## config.mk

```make
export PLATFORM = sky130hd
export DESIGN_NAME = lcd_char_ctrl
export DESIGN_NICKNAME = d
export VERILOG_FILES = /design/src/rtl/lcd_char_ctrl.sv
export SDC_FILE = /design/constraint.sdc
export NUM_CORES = 1
export LEC_CHECK = 0
export ABC_AREA = 1
export CAP_MARGIN = 20
export CORE_UTILIZATION = 60
export DETAILED_ROUTE_END_ITERATION = 10
export PLACE_DENSITY = 0.89
export SLEW_MARGIN = 0
export SYNTH_ARGS = -nofsm -noshare
export SYNTH_HDL_FRONTEND = slang
export SYNTH_SLANG_ARGS = --single-unit
```

## constraint.sdc

```tcl
create_clock -name clk -period 2.6 [get_ports clk]
set_clock_uncertainty 0.15 [all_clocks]
set_input_delay 0.26 -clock clk [delete_from_list [all_inputs] [get_ports clk]]
set_output_delay 0.26 -clock clk [all_outputs]
set_load 0.03 [all_outputs]
```

## src/rtl/lcd_char_ctrl.sv

```systemverilog
// Character LCD write controller: power-up init, cursor-tracked character writes, 8- or 4-bit bus.
// Defining LCD_CLEAR_EN adds the clr_req input for run-time display clears.
module lcd_char_ctrl #(
   parameter int COUNT_MAX  = 8,
   parameter int BUS_4BIT   = 0,
   parameter int ROWS       = 2,
   parameter int COLS       = 16,
   parameter int INIT_WAIT  = 1000,
   parameter int CLEAR_WAIT = 100
) (
   input  logic       clk,
   input  logic       reset,
   input  logic       wr_valid,
   output logic       wr_ready,
   input  logic       wr_row,
   input  logic [5:0] wr_col,
   input  logic [7:0] wr_char,
`ifdef LCD_CLEAR_EN
   input  logic       clr_req,
`endif
   output logic       rs,
   output logic       rw,
   output logic       enable,
   output logic [7:0] data,
   output logic       init_done,
   output logic       err
);

   typedef enum logic [2:0] {
      RST_WAIT, INIT, IDLE, SET_ADDR, WR_CHAR, CLR_WAIT
   } state_t;

   localparam logic        IS4        = (BUS_4BIT != 0);
   localparam logic [7:0]  FUNC_SET   = IS4 ? 8'h28 : 8'h38;
   localparam logic [2:0]  FIRST_STEP = IS4 ? 3'd0 : 3'd1;
   localparam logic [2:0]  LAST_STEP  = 3'd3;
   localparam logic [31:0] PH_LAST    = 32'(COUNT_MAX - 1);

   state_t      state_r;
   logic [31:0] cnt_r;
   logic [1:0]  phase_r;
   logic        busy_r;
   logic        nib_r;
   logic        single_r;
   logic [3:0]  lo_nib_r;
   logic [2:0]  step_r;
   logic [6:0]  cursor_r;
   logic        cur_valid_r;
   logic [6:0]  addr_r;
   logic [5:0]  col_r;
   logic [7:0]  char_r;
   logic        rs_r;
   logic        enable_r;
   logic [7:0]  data_r;
   logic        wr_ready_r;
   logic        init_done_r;
   logic        err_r;

   logic        phase_end_s;
   logic        last_nib_s;
   logic        xfer_done_s;
   logic        init_end_s;
   logic        clear_end_s;
   logic [6:0]  req_addr_s;
   logic        req_bad_s;
   logic        req_hit_s;
   logic        take_s;
   logic        clr_take_s;
   logic        ld_s;
   logic [7:0]  ld_byte_s;
   logic        ld_rs_s;
   logic        ld_single_s;

   function automatic logic [7:0] first_bus(input logic [7:0] b);
      return IS4 ? {b[7:4], 4'h0} : b;
   endfunction

   function automatic logic [7:0] init_byte(input logic [2:0] step);
      logic [7:0] b;
      case (step)
         3'd0:    b = 8'h20;
         3'd1:    b = FUNC_SET;
         3'd2:    b = 8'h0C;
         3'd3:    b = 8'h06;
         default: b = 8'h01;
      endcase
      return b;
   endfunction

   assign phase_end_s = (cnt_r == PH_LAST);
   assign last_nib_s  = !IS4 || nib_r || single_r;
   assign xfer_done_s = busy_r && phase_end_s && (phase_r == 2'd2) && last_nib_s;
   assign init_end_s  = ((cnt_r + 32'd1) >= 32'(INIT_WAIT));
   assign clear_end_s = !busy_r && ((cnt_r + 32'd1) >= 32'(CLEAR_WAIT));
   assign req_addr_s  = {wr_row, 6'd0} + {1'b0, wr_col};
   assign req_bad_s   = (32'(wr_col) >= 32'(COLS)) || ((ROWS == 1) && wr_row);
   assign req_hit_s   = cur_valid_r && (req_addr_s == cursor_r);
   assign take_s      = wr_valid && wr_ready;

`ifdef LCD_CLEAR_EN
   assign clr_take_s = clr_req;
`else
   assign clr_take_s = 1'b0;
`endif

   // A pending clear hides the write port so the clear always wins.
   assign wr_ready  = wr_ready_r && !clr_take_s;
   assign rs        = rs_r;
   assign rw        = 1'b0;
   assign enable    = enable_r;
   assign data      = data_r;
   assign init_done = init_done_r;
   assign err       = err_r;

   // Selects the byte that starts the next bus transfer, chained straight off the previous one.
   always_comb begin
      ld_s        = 1'b0;
      ld_byte_s   = 8'h00;
      ld_rs_s     = 1'b0;
      ld_single_s = 1'b0;
      case (state_r)
         RST_WAIT: begin
            ld_s        = init_end_s;
            ld_byte_s   = init_byte(FIRST_STEP);
            ld_single_s = IS4;
         end
         INIT: begin
            ld_s      = xfer_done_s;
            ld_byte_s = init_byte(step_r + 3'd1);
         end
         IDLE: begin
            if (clr_take_s) begin
               ld_s      = 1'b1;
               ld_byte_s = 8'h01;
            end else begin
               ld_s      = take_s && !req_bad_s;
               ld_byte_s = req_hit_s ? wr_char : {1'b1, req_addr_s};
               ld_rs_s   = req_hit_s;
            end
         end
         SET_ADDR: begin
            ld_s      = xfer_done_s;
            ld_byte_s = char_r;
            ld_rs_s   = 1'b1;
         end
         default: begin
            ld_s = 1'b0;
         end
      endcase
   end

   // Controller FSM with the setup/strobe/hold transfer engine and all registered outputs.
   always_ff @(posedge clk or negedge reset) begin
      if (!reset) begin
         state_r     <= RST_WAIT;
         cnt_r       <= 32'd0;
         phase_r     <= 2'd0;
         busy_r      <= 1'b0;
         nib_r       <= 1'b0;
         single_r    <= 1'b0;
         lo_nib_r    <= 4'h0;
         step_r      <= 3'd0;
         cursor_r    <= 7'd0;
         cur_valid_r <= 1'b0;
         addr_r      <= 7'd0;
         col_r       <= 6'd0;
         char_r      <= 8'h00;
         rs_r        <= 1'b0;
         enable_r    <= 1'b0;
         data_r      <= 8'h00;
         wr_ready_r  <= 1'b0;
         init_done_r <= 1'b0;
         err_r       <= 1'b0;
      end else begin
         err_r <= 1'b0;
         if (ld_s) begin
            data_r   <= first_bus(ld_byte_s);
            lo_nib_r <= ld_byte_s[3:0];
            rs_r     <= ld_rs_s;
            single_r <= ld_single_s;
            busy_r   <= 1'b1;
            nib_r    <= 1'b0;
            phase_r  <= 2'd0;
            cnt_r    <= 32'd0;
            enable_r <= 1'b0;
         end else if (busy_r) begin
            if (phase_end_s) begin
               cnt_r <= 32'd0;
               case (phase_r)
                  2'd0: begin
                     phase_r  <= 2'd1;
                     enable_r <= 1'b1;
                  end
                  2'd1: begin
                     phase_r  <= 2'd2;
                     enable_r <= 1'b0;
                  end
                  default: begin
                     phase_r <= 2'd0;
                     if (!last_nib_s) begin
                        nib_r  <= 1'b1;
                        data_r <= {lo_nib_r, 4'h0};
                     end else begin
                        busy_r <= 1'b0;
                     end
                  end
               endcase
            end else begin
               cnt_r <= cnt_r + 32'd1;
            end
         end else if ((state_r == RST_WAIT) || (state_r == CLR_WAIT)) begin
            cnt_r <= cnt_r + 32'd1;
         end else begin
            cnt_r <= 32'd0;
         end

         case (state_r)
            RST_WAIT: begin
               if (init_end_s) begin
                  state_r <= INIT;
                  step_r  <= FIRST_STEP;
               end else begin
                  state_r <= RST_WAIT;
               end
            end
            INIT: begin
               if (xfer_done_s) begin
                  if (step_r == LAST_STEP) begin
                     state_r <= CLR_WAIT;
                  end else begin
                     step_r <= step_r + 3'd1;
                  end
               end else begin
                  state_r <= INIT;
               end
            end
            IDLE: begin
               if (clr_take_s) begin
                  state_r    <= CLR_WAIT;
                  wr_ready_r <= 1'b0;
               end else if (take_s) begin
                  wr_ready_r <= 1'b0;
                  if (req_bad_s) begin
                     err_r <= 1'b1;
                  end else begin
                     addr_r  <= req_addr_s;
                     col_r   <= wr_col;
                     char_r  <= wr_char;
                     state_r <= req_hit_s ? WR_CHAR : SET_ADDR;
                  end
               end else begin
                  wr_ready_r <= 1'b1;
               end
            end
            SET_ADDR: begin
               if (xfer_done_s) begin
                  state_r <= WR_CHAR;
               end else begin
                  state_r <= SET_ADDR;
               end
            end
            WR_CHAR: begin
               if (xfer_done_s) begin
                  state_r    <= IDLE;
                  wr_ready_r <= 1'b1;
                  // The display's auto-increment wraps unpredictably past the last column.
                  if (32'(col_r) == 32'(COLS - 1)) begin
                     cur_valid_r <= 1'b0;
                  end else begin
                     cursor_r    <= addr_r + 7'd1;
                     cur_valid_r <= 1'b1;
                  end
               end else begin
                  state_r <= WR_CHAR;
               end
            end
            CLR_WAIT: begin
               if (clear_end_s) begin
                  state_r     <= IDLE;
                  init_done_r <= 1'b1;
                  wr_ready_r  <= 1'b1;
                  cur_valid_r <= 1'b0;
               end else begin
                  state_r <= CLR_WAIT;
               end
            end
            default: begin
               state_r <= RST_WAIT;
            end
         endcase
      end
   end

endmodule

```

## After elaboration in Yosys (flattened, before gate mapping)

Cells that the tools add are included.

- Register bits after elaboration: 83
- Bits of input ports: 18
- Output and inout bits: 14
- Word-level logic and storage cells: 122

- Add/sub/neg operators: 4
- Order comparisons: 3
- Equality and inequality tests: 22
- Mux-type cells: 46
- Bitwise logic cells: 2
- Reduce and logical (&&, ||, !) cells: 29

Operator list:

| cell | number |
|---|---|
| 32-bit 2-to-1 mux | 4 |
| 3-bit 2-to-1 mux | 11 |
| 32-bit by 1-bit adder with 32-bit output (second input constant) | 1 |
| 32-bit by 3-bit equality test with 1-bit output (second input constant) | 1 |
| 32-bit by 10-bit >= comparator with 1-bit output (second input constant) | 1 |
| 32-bit by 7-bit >= comparator with 1-bit output (second input constant) | 1 |
| 8-bit case mux with 4 select lines | 1 |
| 6-bit case mux with 4 select lines | 1 |
| 3-bit case mux with 6 select lines | 1 |
| 3-bit AND reduction | 6 |
| 1-bit 2-to-1 mux | 17 |
| 3-bit by 2-bit equality test with 1-bit output (second input constant) | 5 |
| 2-bit inequality test (second input constant) | 7 |
| 8-bit 2-to-1 mux | 1 |
| 2-bit nonzero test | 4 |
| 7-bit by 1-bit adder with 7-bit output (second input constant) | 1 |
| 7-bit by 6-bit adder with 7-bit output | 1 |
| 7-bit equality test | 1 |
| 3-bit by 1-bit equality test with 1-bit output (second input constant) | 2 |
| 3-bit equality test (second input constant) | 2 |
| 6-bit by 4-bit equality test with 1-bit output (second input constant) | 1 |
| 6-bit by 5-bit >= comparator with 1-bit output (second input constant) | 1 |
| 1-bit logical AND | 6 |
| 3-bit zero test | 2 |
| other kinds (17) | 27 |

## Depth between registers and ports, before layout

- Depth after elaboration: 7
- Mapped depth: 18
- Mapped depth without buffers: 17

## Least setup slack after synthesis

Ideal clock, no wire load.

- Kind: flip-flop to flip-flop
- Start point: register cnt_r[0]
- End point: register data_r[1], in the netlist data[1]
- Setup time: 0.131 ns
- Arrival time: 2.050 ns
- Data required time: 2.319 ns
- Slack: 0.269 ns
- Stages on the path, launching flop included: 18
- Path buffers: 1
- Clock period less this slack: 2.331 ns
- Path through: dfrtp_1 -> ha_1 -> inv_1 -> nor2_4 -> nand2_2 -> nor2_4 -> nand2_1 -> nand2_1 -> nand2_1 -> nor2_1 -> nand2_1 -> nor2_2 -> nand3_1 -> nand2_2 -> nand2_4 -> buf_6 -> nor2_1 -> a21oi_2

- Cells in the longest elaborated chain, start to end: 4
- Elaborated cells on any way between the ends: 6
- Those cells by class: 1 x add/sub; 1 x order compare; 1 x eq/ne; 1 x mux; 2 x reduce/logical

Ends and longest elaborated chain:

| element | RTL line | RTL |
|---|---|---|
| start, declared | 40 | `logic [31:0] cnt_r;` |
| start signal, assigned | 209 | `cnt_r <= cnt_r + 32'd1;` |
| start signal, assigned | 212 | `cnt_r <= cnt_r + 32'd1;` |
| parallel branches: the longest is 3 deep, another holds 32-bit by 1-bit adder with 32-bit output | - |  |
| 1-bit case mux with 3 select lines * | 121 | `case (state_r)` |
| end signal, assigned | 177 | `data_r <= first_bus(ld_byte_s);` |
| end signal, assigned | 202 | `data_r <= {lo_nib_r, 4'h0};` |
| end, declared | 54 | `logic [7:0] data_r;` |

Every way passes the cells marked *.
A chain may end at the register's enable or synchronous reset.

## Final worst setup path

- Start point: register cnt_r[1]
- End point: register data_r[2], in the netlist data[2]

The elaborated chain is that of the path after synthesis.

==> run_results.csv <==
group,metric,value,unit
run_status,outcome,"finished, violations left",
run_status,violations,"negative setup slack",
setup_path,startpoint_type,"register",
die,dieArea,8595,µm²
clock_tree,cts.path.max_buffers,2,
placement,io_buffers,30,
setup_path,cp.required,2.69,ns
timing,finalHoldViolations,0,
setup_path,critPathKind,"reg -> reg",
synthesis,synthAdderAreaFrac,0.02281,
clock_tree,clock-root-buffer,"clkbuf_8",
global_routing,grt_pass1_wl,21030,µm
synthesis,netlist_area,4937,µm²
synthesis,synth.yosys.seq_area_share,0.3903,
synthesis,synthCells,657,
detailed_routing,first_iter_violations,308,
layout,area_growth_syn_to_layout,21.77,%
synthesis,synth_cell_types,44,
power_and_ir_drop,vdd_drop_max,0.0002740,V
synthesis,synth_simple_gate_area_frac,0.4176,
detailed_routing,wl_per_cell,16.19,µm
synthesis,synthMuxAreaShare,0.004562,
clock_tree,cts.sinks,77,
placement,gp_congestion,0.9573,
timing,max_slew.worst_pin.slew,0.9686,ns
clock_tree,clkTransAtPathRegs,0.08,ns
power_and_ir_drop,p_leak,2.816,nW
clock_tree,cts_tree,"done",
timing,fin_tns_setup,-0.09983,ns
timing,period_needed,2.627,ns
synthesis,synth_nets,684,
detailed_routing,drcViolationCount,0,
synthesis,synth_area_per_cell,7.515,µm²
power_and_ir_drop,powerDensity,379.4,nW/µm²
timing,rsz0062_at_grt,"yes",
synthesis,ys.flop_type,"dfrtp_1",
timing,setup_viol,8,
die,die_x,92.71,µm
synthesis,synth-xor-area-share,0.02484,
layout,final_core_util,0.7661,
die,initial_core_util,0.6291,
die,row_count,32,
timing,drv_slew,0,
setup_path,crit_arrival,2.72,ns
synthesis,synth_top_family_by_area,"simple AND/OR/NAND/NOR gates",
layout,diodes,0,
timing,setup_slack,-0.02672,ns
die,die_y,92.71,µm
global_routing,grt_overflow,0,
die,core,7848,µm²
timing,slew_headroom,0.3543,
placement,dpl.hpwl,9179,µm
detailed_routing,avgViaCountPerCell,5.736,
layout,fin_nets,742,
synthesis,ys_warn_count,0,
layout,fillerInstances,547,
clock_tree,htree_levels,3,
detailed_routing,firstDrtPassIters,6,
global_routing,antenna_found_initial,0,
timing,fmax,0.3807,GHz
placement,place_ws,-0.03657,ns
timing,min_period_over_period,1.010,
detailed_routing,ant_nets,0,
global_routing,grt_pass1_vias,4529,
synthesis,async_reset_ff_frac,1.000,
setup_path,worst_setup_path_end_kind,"register",
global_routing,grt_usage,0.3151,
setup_path,crit_path_max_fanout,13,
timing,whs,0.3096,ns
clock_tree,cts_buffers,9,
detailed_routing,via_count,4715,
power_and_ir_drop,finalPower,2.281,mW
detailed_routing,routed_wl,13310,µm
synthesis,ys_ff_latch,77,
die,io_pins,32,
layout,final_layout_size_suffix_gt1_frac,0.2125,
global_routing,grt_max_degree,78,
hold_path,hp-class,"in -> reg",
clock_tree,insertion_delay,0.37,ns
synthesis,synth_compound_area_frac,0.07020,
synthesis,synth-edff-count,0,
flow_run,max-cap-violations,0,
worst max-delay path, stage by stage, from the launching register on:
cell and delay (ns):
dfrtp_1 0.43, buf_6 0.13, nand2_1 0.08, nor2_4 0.15, nand2_4 0.09, nor2_4 0.19, nand2_1 0.09, nand2_1 0.07
nand2_1 0.07, nor2_1 0.10, nand2_1 0.08, nor2_2 0.19, nand3_2 0.13, nand2_4 0.12, nand2_8 0.10, buf_12 0.16
nor2_1 0.11, a21oi_2 0.04
cells in the mapped netlist (2+ instances only):
| library cell | instances | area [µm²] |
|---|---|---|
| inv_1 | 62 | 232.7 |
| a221oi_1 | 2 | 17.52 |
| nor2_4 | 5 | 56.30 |
| o31ai_1 | 2 | 15.01 |
| ha_1 | 9 | 112.6 |
| nand3_2 | 3 | 30.03 |
| dfrtp_1 | 77 | 1927 |
| nor3_2 | 12 | 120.1 |
| buf_6 | 5 | 56.30 |
| o211ai_1 | 4 | 30.03 |
| nor4_1 | 12 | 75.07 |
| xor2_1 | 10 | 87.58 |
| clkbuf_1 | 3 | 11.26 |
| a21oi_2 | 5 | 43.79 |
| buf_2 | 4 | 20.02 |
| nor3_1 | 13 | 65.06 |
| xnor2_1 | 4 | 35.03 |
| mux2_2 | 2 | 22.52 |
| nor2_1 | 83 | 311.6 |
| nand2_1 | 213 | 799.5 |
| o21ai_0 | 25 | 125.1 |
| nand3_1 | 19 | 95.09 |
| nand3b_1 | 13 | 97.59 |
| nor2_2 | 7 | 43.79 |
| a21oi_1 | 13 | 65.06 |
| nand4_1 | 9 | 56.30 |
| nor3b_2 | 20 | 250.2 |
| nand2_2 | 5 | 31.28 |
per-stage QoR:
| step | cell area (µm²) | cells |
|---|---|---|
| global placement | 5479 | 797 |
| global route | 6012 | 822 |
| finish | 6012 | 822 |
| CTS | 5731 | 815 |
| floorplan | 4937 | 657 |
| detailed placement | 5479 | 797 |
power breakdown:
part	total, mW	switching, mW	internal (mW)	leakage, nW
Clock	1.02	0.450	0.570	0.108
Sequential	1.20	0	1.20	1.01
Combinational	0.0648	0.0388	0.0260	1.70
cells by family (layout without fill, tap and decap cells):
logic type | count (synthesis) | count (layout)
compound gates | 58 | 58
mux | 2 | 2
fa+ha+maj | 9 | 9
flops | 77 | 77
other cells | 1 | 1
xor+xnor | 14 | 14
simple gates | 418 | 418
buf+inv | 78 | 141
layout by cell type, fill, tap and decap left out, drive strengths merged, types with 2 or more instances in the layout:
cell and n:
a21oi 18, a221oi 2, buf 31, bufinv 2
clkbuf 13, clkdlybuf4s50 29, clkinv 2, dfrtp 77
ha 9, inv 63, mux2 2, nand2 219
nand3 22, nand3b 13, nand4 9, nor2 95
nor3 25, nor3b 20, nor4 12, o211ai 4
o21ai 26, o31ai 2, or2 2, xnor2 4
xor2 10
what timing repair did:
item	in CTS	in global routing
hold buffers	1	0
setup buffers	1	7
hold endpoints to repair	77	0
gates resized for setup	6	69
endpoints found under the setup margin	41	53
pin swaps	2	15
registers in the layout, indices dropped and copies added (netlist names), 2 cells and up:
register,flops
cursor_r,7
step_r,3
char_r,8
phase_r,2
addr_r,7
cnt_r,32
state_r,3
data,8
final timing paths:
check	from	end	slack, ns	cells after the start
setup reg to reg	cnt_r[1]$_DFF_PN0_	data[2]$_DFFE_PN0N_	-0.03	17
hold / removal	wr_valid	err$_DFF_PN0_	0.31	3
hold reg to reg	char_r[2]$_DFFE_PN0P_	char_r[2]$_DFFE_PN0P_	0.33	2
setup / recovery	cnt_r[1]$_DFF_PN0_	data[2]$_DFFE_PN0N_	-0.03	17
min in group asynchronous	reset	step_r[0]$_DFFE_PN0P_	0.43	2
max in group asynchronous	reset	cnt_r[5]$_DFF_PN0_	1.17	2
layout make-up:
type / count / area (µm²) / area share
multi-input combinational: 502 / 2875 / 0.4783
clock buffer: 13 / 148.9 / 0.02477
inverter: 64 / 242.7 / 0.04037
clock inverter: 3 / 68.82 / 0.01145
timing repair buffer: 61 / 608.1 / 0.1011
sequential: 77 / 1941 / 0.3228
tap: 102 / 127.6 / 0.02123
routing by layer:
| metal | part of all wire | global-route usage |
|---|---|---|
| met5 | 0 | 0 |
| met4 | 0.035 | 0.1385 |
| met3 | 0.053 | 0.04433 |
| met2 | 0.51 | 0.5358 |
| met1 | 0.41 | 0.4009 |
No activity file was read; power rests on OpenSTA's default activity.
